$ cat src/rtl/ctrl_pkg.sv
// Shared types and constants for the multi-cycle main control unit.
// Imported by the FSM and by the instruction class decoder.
package ctrl_pkg;

    typedef enum logic [2:0] {
        FETCH,
        DECODE,
        EXEC,
        MEM,
        WB
    } state_e;

    typedef enum logic [2:0] {
        CL_R,
        CL_LW,
        CL_SW,
        CL_BEQ,
        CL_LUI,
        CL_ILL
    } iclass_e;

    localparam logic [6:0] OP_R   = 7'b0110011;
    localparam logic [6:0] OP_LW  = 7'b0000011;
    localparam logic [6:0] OP_SW  = 7'b0100011;
    localparam logic [6:0] OP_BEQ = 7'b1100011;
    localparam logic [6:0] OP_LUI = 7'b0110111;

    localparam logic [1:0] ALUOP_ADD = 2'b00;
    localparam logic [1:0] ALUOP_BR  = 2'b01;
    localparam logic [1:0] ALUOP_R   = 2'b10;
    localparam logic [1:0] ALUOP_LUI = 2'b11;

    // ALU setup chosen in EXEC and held through MEM/WB.
    function automatic logic [1:0] exec_aluop(iclass_e c);
        logic [1:0] op;
        op = ALUOP_ADD;
        case (c)
            CL_R:    op = ALUOP_R;
            CL_BEQ:  op = ALUOP_BR;
            CL_LUI:  op = ALUOP_LUI;
            default: op = ALUOP_ADD;
        endcase
        return op;
    endfunction

    function automatic logic exec_srcb(iclass_e c);
        return (c == CL_LW) || (c == CL_SW) || (c == CL_LUI);
    endfunction

endpackage

$ cat src/rtl/instr_class_dec.sv
// Opcode classifier; kept standalone so hazard logic can reuse it.
import ctrl_pkg::*;

module instr_class_dec (
    input  logic [6:0] opcode,
    output iclass_e    iclass,
    output logic       illegal
);

    always_comb begin
        iclass = CL_ILL;
        unique case (opcode)
            OP_R:    iclass = CL_R;
            OP_LW:   iclass = CL_LW;
            OP_SW:   iclass = CL_SW;
            OP_BEQ:  iclass = CL_BEQ;
            OP_LUI:  iclass = CL_LUI;
            default: iclass = CL_ILL;
        endcase
        illegal = (iclass == CL_ILL);
    end

endmodule

$ cat src/rtl/main_ctrl_fsm.sv
// Multi-cycle FETCH/DECODE/EXEC/MEM/WB sequencer for the RV32 subset core.
// Holds the IR, drives datapath strobes and counts retired instructions.
import ctrl_pkg::*;

module main_ctrl_fsm #(
    parameter int CNT_W = 32
) (
    input  logic             clk,
    input  logic             rst,
    output logic             imem_req,
    input  logic             imem_ready,
    input  logic [31:0]      instr,
    output logic             dmem_req,
    output logic             dmem_we,
    input  logic             dmem_ready,
    input  logic             zero,
    output logic             ir_write,
    output logic [1:0]       alu_op,
    output logic [2:0]       funct3,
    output logic [6:0]       funct7,
    output logic             alu_src_b,
    output logic             pc_write,
    output logic             pc_src,
    output logic             reg_write,
    output logic             mem_to_reg,
    output logic             illegal,
    output logic [CNT_W-1:0] retired
);

    state_e           state_q, state_d;
    logic [31:0]      ir_q, ir_d;
    logic [CNT_W-1:0] retired_q, retired_d;
    iclass_e          cls;
    logic             cls_ill;

    instr_class_dec u_dec (
        .opcode  (ir_q[6:0]),
        .iclass  (cls),
        .illegal (cls_ill)
    );

    always_ff @(posedge clk or posedge rst) begin
        if (rst) begin
            state_q   <= FETCH;
            ir_q      <= '0;
            retired_q <= '0;
        end else begin
            state_q   <= state_d;
            ir_q      <= ir_d;
            retired_q <= retired_d;
        end
    end

    always_comb begin
        state_d    = state_q;
        ir_d       = ir_q;
        retired_d  = retired_q;
        imem_req   = 1'b0;
        ir_write   = 1'b0;
        dmem_req   = 1'b0;
        dmem_we    = 1'b0;
        alu_op     = ALUOP_ADD;
        alu_src_b  = 1'b0;
        pc_write   = 1'b0;
        pc_src     = 1'b0;
        reg_write  = 1'b0;
        mem_to_reg = 1'b0;
        illegal    = 1'b0;

        // Strobes are forced low while reset is held so an abandoned
        // access can never commit a PC or register write.
        if (!rst) begin
            unique case (state_q)
                FETCH: begin
                    imem_req = 1'b1;
                    if (imem_ready) begin
                        ir_write = 1'b1;
                        ir_d     = instr;
                        state_d  = DECODE;
                    end
                end
                DECODE: begin
                    if (cls_ill) begin
                        illegal  = 1'b1;
                        pc_write = 1'b1;
                        state_d  = FETCH;
                    end else begin
                        state_d  = EXEC;
                    end
                end
                EXEC: begin
                    alu_op    = exec_aluop(cls);
                    alu_src_b = exec_srcb(cls);
                    unique case (cls)
                        CL_R, CL_LUI: state_d = WB;
                        CL_LW, CL_SW: state_d = MEM;
                        CL_BEQ: begin
                            pc_write  = 1'b1;
                            pc_src    = zero;
                            retired_d = retired_q + 1'b1;
                            state_d   = FETCH;
                        end
                        default: state_d = FETCH;
                    endcase
                end
                MEM: begin
                    alu_op    = ALUOP_ADD;
                    alu_src_b = 1'b1;
                    dmem_req  = 1'b1;
                    dmem_we   = (cls == CL_SW);
                    if (dmem_ready) begin
                        if (cls == CL_SW) begin
                            pc_write  = 1'b1;
                            retired_d = retired_q + 1'b1;
                            state_d   = FETCH;
                        end else begin
                            state_d   = WB;
                        end
                    end
                end
                WB: begin
                    alu_op     = exec_aluop(cls);
                    alu_src_b  = exec_srcb(cls);
                    reg_write  = 1'b1;
                    mem_to_reg = (cls == CL_LW);
                    pc_write   = 1'b1;
                    retired_d  = retired_q + 1'b1;
                    state_d    = FETCH;
                end
                default: state_d = FETCH;
            endcase
        end
    end

    assign funct3  = ir_q[14:12];
    assign funct7  = ir_q[31:25];
    assign retired = retired_q;

endmodule

$ cat config.mk
export PLATFORM = sky130hd
export DESIGN_NAME = main_ctrl_fsm
export DESIGN_NICKNAME = d
export VERILOG_FILES = /design/src/rtl/ctrl_pkg.sv /design/src/rtl/instr_class_dec.sv /design/src/rtl/main_ctrl_fsm.sv
export SDC_FILE = /design/constraint.sdc
export NUM_CORES = 1
export LEC_CHECK = 0
export CAP_MARGIN = 20
export CORE_AREA = 2 2 65 98
export CTS_BUF_LIST = sky130_fd_sc_hd__clkbuf_4
export DETAILED_ROUTE_END_ITERATION = 7
export DIE_AREA = 0 0 67 100
export PLACE_DENSITY = 0.81
export SLEW_MARGIN = 20
export SYNTH_ARGS = -nofsm -noshare
export SYNTH_HDL_FRONTEND = slang
export SYNTH_SLANG_ARGS = --single-unit
$ cat constraint.sdc
create_clock -name clk -period 3.55 [get_ports clk]
set_input_delay 0.5325 -clock clk [delete_from_list [all_inputs] [get_ports clk]]
set_output_delay 0.5325 -clock clk [all_outputs]
set_load 0.05 [all_outputs]
==> flow_metrics.tcl <==
set metrics [dict create \
    clkSinkCount 52 \
    worst-path-max-fanout 12 \
    post_cts_buffers 0 \
    yosysWarningCount 0 \
    ctsLongestPathBuffers 2 \
    fp.dieArea_um2 6700 \
    vias 2176 \
    cts_tree "done" \
    initial_antenna_violation_count 0 \
    antenna-diode-count 0 \
    actual_slew_at_the_worst_max_slew_pin_ns 0.665 \
    detail_route.first_pass.iterations 4 \
    timing.final.hold_violations 0 \
    cp_data_arrival_time_ns 2.58 \
    post-route-min-period_ns 3.11 \
    criticalPathCategory "register to output pin" \
    setup_viol 0 \
    fin_worst_hold_slack_ns 0.485 \
    layout_commonest_cell "clkdlybuf4s50_1" \
    postLayoutCellArea_um2 3510 \
    synth-seq-cells 52 \
    avgSynthCellArea_um2 9.72 \
    post-synth-top-area-fraction_pct 48.3 \
    status "finished, final reports clean" \
    dp_hpwl_um 4350 \
    crit_path_launch_type "register" \
    grt_pass1_vias 2099 \
    synth_cells 277 \
    core.rowCount 35 \
    commonest_cells_after_routing_fill_and_taps_aside "70 x clkdlybuf4s50_1, 64 x nand2_1, 52 x dfrtp_1" \
    power.static_leakage_nw 1.58 \
    grt_max_degree 53 \
    synthesis.area_um2 2690 \
    ctsHoldBuffers 0 \
    drc 0 \
    final-instance-count-excl-fill 416 \
    grt_util_all_layers_pct 18.6 \
    finalWeightedCongestion 0.780 \
    worst_ir_drop_vdd_mv 0.317 \
    flow.area_growth_from_synthesis_pct 30.4 \
    data_required_time_at_the_worst_endpoint_ns 3.02 \
    yosys.area.top_type "dfrtp_1" \
    power_density_nw_per_um2 626 \
    placed_cell_area_um2 3430 \
    h-tree-depth 2 \
    max_slew_margin_pct 55.7 \
    rsz0062_at_grt "false" \
    synth_edf_count 0 \
    max_freq_mhz 321 \
    timing.critical_path.cells "nor2b_1 -> o21ai_0 -> a21oi_1 -> clkdlybuf4s50_1" \
    critPathSlowestCell "clkdlybuf4s50_1" \
    drt_wl_total_um 6030 \
    clockRootBuffer "clkbuf_4" \
    start_util_pct 45.2 \
    min_delay_path_depth 1 \
    via_per_inst 5.23 \
    routed_wire_length_per_instance_um 14.5 \
    placedCellCount 408 \
    synth.lib_cells_used.distinct 47 \
    layout.nets 379 \
    hp-class "register to register" \
    crit_path_max_incr_delay_ns 0.81 \
    placeableCoreArea_um2 5960 \
    timing.clock.skew_ns 0.0154 \
    horiz_die_dim_um 67 \
    grt.overflow.total 0 \
    final_layout_size_suffix_gt1_share_pct 9.36 \
    worst_r2r_path_cells 5 \
    global_route_wire_length_before_repair_um 9760 \
    drv.max_cap_violation_count 0 \
    fp.dieH_um 100 \
    power_w 0.00220 \
    floorplan.io_pins 91 \
    detailedRoute.firstIterationViolations 96 \
    cts_inserted_buffers 5 \
    period_share_pct 87.7 \
    ant_nets 0 \
    synth_flop_cell "dfrtp_1" \
    synth.area.top_cells "dfrtp_1 48%, nand2_1 8.9%, xnor2_1 6.5%" \
    synthArstFlopShare_pct 100 \
    clock_insertion_delay_worst_skew_ns 0.36 \
    worstSetupEndpointType "output pin" \
    report.final.slew_viol_count 0 \
    syn-num-nets 315 \
    cts.reportedPaths.clkPinSlew_ns 0.15 \
    cts_resized 0 \
    place.port_buffers 75 \
    synth_sequential_area_ratio_pct 48.3 \
]
-- report_power, final --
part           leakage, nW  internal (W)  total [W]  switching (W)
sequential           0.691      0.000719   0.000901       0.000183
clock               0.0456      0.000156   0.000338       0.000182
combinational        0.840      0.000350   0.000959       0.000609
total                 1.58       0.00122    0.00220       0.000974
-- sequential cells by signal (all words and copies together) (netlist names) --
name,count
retired,32
ir_q,17
state_q,3
-- metrics by stage --
stage	setup TNS, ns	utilization (%)	setup slack [ns]
after global routing	0	58.9	0.254
after global placement	0	57.6	0.713
after detailed placement	0	57.6	0.704
after floorplan	-0.0168	-	-0.0168
final	0	58.9	0.435
after CTS	0	58.9	0.416
-- routing by layer --
metal	global-route usage, %	share of wire [%]	up-vias
li1	-	-	1069
met1	21.9	41	1049
met2	33.7	54	50
met3	2.47	3.9	8
met4	6.59	1.6	0
met5	0	0	-
-- cell usage after synthesis (7+ instances only) --
| library cell | number |
|---|---|
| a21oi_1 | 7 |
| and3_1 | 10 |
| and4_1 | 7 |
| buf_4 | 12 |
| dfrtp_1 | 52 |
| nand2_1 | 64 |
| nand3_1 | 13 |
| nand4_1 | 13 |
| nor2_1 | 14 |
| nor3_2 | 7 |
| xnor2_1 | 20 |
| xor2_1 | 11 |
-- kinds of logic (layout without fill, tap and decap cells) --
group	count (synthesis)	count (layout)	synth area share (%)
adder cells (fa/ha/maj)	1	1	0.465
buffers and inverters	25	90	5.58
flip-flops	52	52	48.3
XOR/XNOR	32	32	10.7
AND/OR/NAND/NOR	147	147	29.5
multiplexers	2	2	0.790
AO/OA/AOI/OAI	18	18	4.65
-- path summary, 6_finish.rpt --
path	slack, ns	from	to
setup / recovery	0.44	state_q[1]$_DFFE_PP0P_	alu_op[0]
hold / removal	0.49	retired[31]$_DFFE_PP0P_	retired[31]$_DFFE_PP0P_
setup reg to reg	0.91	state_q[1]$_DFFE_PP0P_	retired[10]$_DFFE_PP0P_
hold reg to reg	0.49	retired[31]$_DFFE_PP0P_	retired[31]$_DFFE_PP0P_
max in group asynchronous	2.22	rst	ir_q[25]$_DFFE_PP0P_
min in group asynchronous	0.87	rst	state_q[2]$_DFFE_PP0P_
-- worst max-delay path: cells and delay by family, from the launching register on --
family / cells / cell delay [ns]
flops: 1 / 0.58
compound gates: 2 / 0.38
simple gates: 1 / 0.44
buf+inv: 1 / 0.81
-- cell type report --
class	count	area (µm²)
clock buffers	6	45.0
clock inverters	2	35.0
fillers	542	2450
inverters	3	15.0
multi-input cells	200	1250
flip-flops and latches	52	1300
well taps	74	92.6
repair buffers	79	768
Power figures use the tool's default switching activity.
